`src/rtl/pipe_stage_buf.sv`:
```
// Two-entry skid buffer pipeline stage with flush and optional performance counters.
// Define PIPE_STAGE_PERF_EN to build the stall/bubble counters; otherwise they read 0.
//
// state | meaning
// EMPTY | no entry held, out_valid=0
// ONE   | head valid
// FULL  | head and skid valid, in_ready=0
module pipe_stage_buf #(
   parameter int                DATA_W    = 64,
   parameter logic [DATA_W-1:0] NOP_VALUE = '0,
   parameter int                CNT_W     = 16
) (
   input  logic              CLK,
   input  logic              nRST,
   input  logic              in_valid,
   output logic              in_ready,
   input  logic [DATA_W-1:0] in_data,
   input  logic              flush,
   output logic              out_valid,
   input  logic              out_ready,
   output logic [DATA_W-1:0] out_data,
   output logic [1:0]        occupancy,
   input  logic              perf_clr,
   output logic [CNT_W-1:0]  stall_cnt,
   output logic [CNT_W-1:0]  bubble_cnt
);

   typedef enum logic [1:0] {EMPTY = 2'd0, ONE = 2'd1, FULL = 2'd2} state_t;

   state_t            state_q, state_d;
   logic [DATA_W-1:0] head_q, head_d;
   logic [DATA_W-1:0] skid_q, skid_d;
   logic              in_ready_q;
   logic              accept, consume;

   assign in_ready = in_ready_q;
   assign accept   = in_valid && in_ready_q;
   assign consume  = out_valid && out_ready;

   // in_ready is registered from the next state so it never depends on out_ready
   always_ff @(posedge CLK or negedge nRST) begin
      if (!nRST) begin
         state_q    <= EMPTY;
         head_q     <= NOP_VALUE;
         skid_q     <= NOP_VALUE;
         in_ready_q <= 1'b1;
      end else begin
         state_q    <= state_d;
         head_q     <= head_d;
         skid_q     <= skid_d;
         in_ready_q <= (state_d != FULL);
      end
   end

   always_comb begin
      state_d = state_q;
      head_d  = head_q;
      skid_d  = skid_q;
      if (flush) begin
         state_d = EMPTY;
         head_d  = NOP_VALUE;
         skid_d  = NOP_VALUE;
      end else begin
         case (state_q)
            EMPTY: begin
               if (accept) begin
                  state_d = ONE;
                  head_d  = in_data;
               end
            end
            ONE: begin
               if (accept && consume) begin
                  head_d = in_data;
               end else if (accept) begin
                  state_d = FULL;
                  skid_d  = in_data;
               end else if (consume) begin
                  state_d = EMPTY;
               end
            end
            FULL: begin
               if (consume) begin
                  state_d = ONE;
                  head_d  = skid_q;
               end
            end
            default: state_d = EMPTY;
         endcase
      end
   end

   always_comb begin
      out_valid = 1'b0;
      occupancy = 2'd0;
      case (state_q)
         ONE: begin
            out_valid = 1'b1;
            occupancy = 2'd1;
         end
         FULL: begin
            out_valid = 1'b1;
            occupancy = 2'd2;
         end
         default: begin
            out_valid = 1'b0;
            occupancy = 2'd0;
         end
      endcase
      out_data = out_valid ? head_q : NOP_VALUE;
   end

`ifdef PIPE_STAGE_PERF_EN
   logic [CNT_W-1:0] stall_q, bubble_q;

   // counters saturate at all-ones; perf_clr wins over an increment
   always_ff @(posedge CLK or negedge nRST) begin
      if (!nRST) begin
         stall_q  <= '0;
         bubble_q <= '0;
      end else if (perf_clr) begin
         stall_q  <= '0;
         bubble_q <= '0;
      end else begin
         if (out_valid && !out_ready && (stall_q != '1))
            stall_q <= stall_q + CNT_W'(1);
         if (out_ready && !out_valid && (bubble_q != '1))
            bubble_q <= bubble_q + CNT_W'(1);
      end
   end

   assign stall_cnt  = stall_q;
   assign bubble_cnt = bubble_q;
`else
   logic unused_perf_clr;
   assign unused_perf_clr = perf_clr;
   assign stall_cnt       = '0;
   assign bubble_cnt      = '0;
`endif

endmodule

```
`config.mk`:
```
export PLATFORM = sky130hd
export DESIGN_NAME = pipe_stage_buf
export DESIGN_NICKNAME = d
export VERILOG_FILES = /design/src/rtl/pipe_stage_buf.sv
export SDC_FILE = /design/constraint.sdc
export NUM_CORES = 1
export LEC_CHECK = 0
export CAP_MARGIN = 20
export CELL_PAD_IN_SITES_DETAIL_PLACEMENT = 0
export CELL_PAD_IN_SITES_GLOBAL_PLACEMENT = 1
export CORE_MARGIN = 3
export CORE_UTILIZATION = 41
export CTS_CLUSTER_SIZE = 30
export DETAILED_ROUTE_END_ITERATION = 8
export PLACE_DENSITY_LB_ADDON = 0.1
export SLEW_MARGIN = 20
export SYNTH_ARGS = -nofsm -noshare
export SYNTH_HDL_FRONTEND = slang
export SYNTH_SLANG_ARGS = --single-unit
```
`constraint.sdc`:
```
create_clock -name CLK -period 5.5 [get_ports CLK]
set_input_delay 0.55 -clock CLK [delete_from_list [all_inputs] [get_ports CLK]]
set_output_delay 0.55 -clock CLK [all_outputs]
set_load 0.01 [all_outputs]
```
==> summary.txt <==
Final WL: 18,300 um
Total Power: 3.31 mW
Clock Sinks: 131
Crit path largest cell delay: 0.58 ns
TritonCTS buffer count: 17
Crit end category: primary output
Max_cap viols: 0
Final hold slack: 0.134 ns
Yosys warnings: 0
# hold bufs at CTS: 0
DP Area: 8330 sq um
Least-Margin Pin Slew: 0.935 ns
TritonCTS clock tree: built
Std-Cell Core Area: 16,700 sq um
Hold Vio Cnt, Final: 0
P_leak: 3.53 nW
First-pass GRT wire length: 29,000 um
Site Rows: 47
GRT Total Usage: 0.201
Root buf cell: clkbuf_16
Power Internal: 2.30 mW
Vias in the first global route: 5,492
Global routing's busiest layer: met2
Grt met1 use: 0.254
Die ar.: 18,700 sq um
P&R area growth vs syn: 27.6%
H-tree levels: 4
DR WL/cell: 17.6 um
Post-layout min period: 3.44 ns
Outcome: complete, no violations
Initial Utilization: 0.421
# DRC: 0
Required @ worst endpoint: 4.95 ns
DR vias/cell: 5.17
Worst VDD drop: 204 uV
Most frequent cells in the layout: 134 x nand2_1, 134 x clkdlybuf4s50_1, 130 x dfrtp_1, 66 x and2_1, 65 x nor3_1
Post-synth top area share: 0.463
Highest Clock Rate: 291 MHz
# setup viols final: 0
TritonRoute pass-1 iters: 4
Synth Instances: 707
Top cells by area, synth: dfrtp_1 46%, a211oi_2 11%, mux2i_1 9.1%
Clock Skew: 0.00431 ns
Largest net degree at the start of global routing: 76
Reg power frac: 0.354
Syn Std Cell Area: 7020 sq um
Initial DRC count: 275
Worst-path clk slew: 0.05 ns
Crit-path leading delay family: buffers and inverters
Setup TNS: 0 ns
PortBufs: 136
Crit-path max FO: 48
Post-route ant nets: 0
Post-CTS Setup Inserts: 0
Finished Cell Area: 8960 sq um
Critical path buffer and inverter count: 3
Synthesized area per cell: 9.94 sq um
Die Span X: 137 um
Most area-hungry cell type in the Yosys netlist: dfrtp_1
Worst Setup Start Kind: flip-flop
Share of layout cells above drive strength 1: 0.135
Seq/Total Area, Yosys: 0.467
Met3 Usage GRT: 0.0441
Height of the chip: 137 um
Worst-skew pair later-pin latency: 0.41 ns
GR Util met2: 0.342
Comb pwr share: 0.277
Critical-path cell list: inv_1, ha_2, buf_4, and2_1, clkdlybuf4s50_1
Total grt overflow: 0
NetSw: 1.01 mW
Initial antenna violation count: 0
Max Slew Vio Count: 0
Slowest CP cell: ha_2
Library cells used by synthesis: 30
Max Buffers Root-to-Sink: 2
Final period util: 0.625
Final nets: 883
Fin util: 0.537
Worst EP arrival: 2.89 ns
DP HPWL: 10,700 um
Clk network pwr share: 0.368
Vias: 5,384
Sw Ratio: 0.306
CP Class: reg -> out
RSZ-0062 raised after global routing: no
Post-CTS Resized: 0
Num ports: 170
Diodes inserted: 0
HP Class: in -> async
Final GP Congestion: 0.762
Pwr per Cell Area: 369 nW/um^2
Number of fill cells in the layout: 1,520
Slew headroom: 0.377
FF+latch count, synth: 131
==> worst reg2reg max path, delay by kind of cell (launching register included) <==
family	cells	cell delay [ns]
AOI/OAI and AO/OA	2	0.42
adders and majority gates	1	0.58
buffers and inverters	2	0.67
DFF	1	0.43
and+or+nand+nor	2	0.83
==> path summary, 6_finish.rpt <==
path,startpoint,end,slack [ns],cells past startpoint
setup / recovery,state_q[0],out_data[0],2.06,5
hold / removal,nRST,skid_q[43],0.13,1
setup reg to reg,state_q[0],head_q[3],2.40,7
hold reg to reg,skid_q[51],skid_q[51],0.52,2
max in group asynchronous,nRST,skid_q[5],4.10,2
min in group CLK,skid_q[51],skid_q[51],0.52,2
==> cells by family after synthesis <==
kind of cell             count (synthesis)  synth area share
AND/OR/NAND/NOR                        272             0.182
XOR/XNOR                                 1           0.00125
multiplexers                            64            0.0912
adder cells (fa/ha/maj)                  6            0.0103
buffers and inverters                   97            0.0830
AO/OA/AOI/OAI                          135             0.165
other                                    1          0.000534
flip-flops                             131             0.467
==> registers in the layout (all words and copies together) (netlist names) <==
name and cells:
head_q 64, skid_q 64, state_q 2, in_ready 1
==> cells in the mapped netlist <==
cell      count
a22oi_1       1
nand2b_1      1
ha_1          5
a21oi_2       1
a211oi_1      4
maj3_1        1
and3_1        1
nor3_1       65
inv_1         2
clkbuf_1     27
mux2i_1      64
conb_1        1
or2_1         2
buf_4        36
o22ai_1       1
clkbuf_4      3
a21oi_1      64
buf_1         1
and2_1       66
o211a_1       1
nand2_1     134
buf_6         6
o21ai_0       2
a211oi_2     61
xnor2_1       1
nand3_1       2
dfstp_2       1
buf_2        22
nor2_1        1
dfrtp_1     130
==> final cells by class <==
type / count / area [sq um] / area share
inverter: 2 / 7.51 / 0.000838
multi-input combinational: 510 / 3320 / 0.370
sequential: 131 / 3280 / 0.366
clock inverter: 10 / 153 / 0.0170
timing repair buffer: 146 / 1450 / 0.162
clock buffer: 22 / 484 / 0.0540
tap: 220 / 275 / 0.0307
==> power groups by stage <==
stage / registers (mW) / clock network (mW) / logic (mW)
floorplan: 1.17 / 0 / 0.649
global placement: 1.18 / 0 / 0.915
detailed placement: 1.19 / 0 / 0.935
CTS: 1.17 / 1.24 / 0.938
global route: 1.19 / 1.28 / 1.01
finish: 1.17 / 1.22 / 0.918
==> per-layer routing <==
metal  vias up  part of all wire
met1      2667              0.43
met3        19             0.049
met4         0             0.014
met2       143              0.51
li1       2555                 -
met5         -                 0
==> stage by stage <==
step | setup slack [ns] | std cells
after floorplan | 3.45 | 738
after detailed placement | 2.37 | 1009
after global routing | 1.89 | 1041
after CTS | 2.02 | 1041
final | 2.06 | 1041
after global placement | 2.41 | 1008
(Power assumes the default switching activity.)
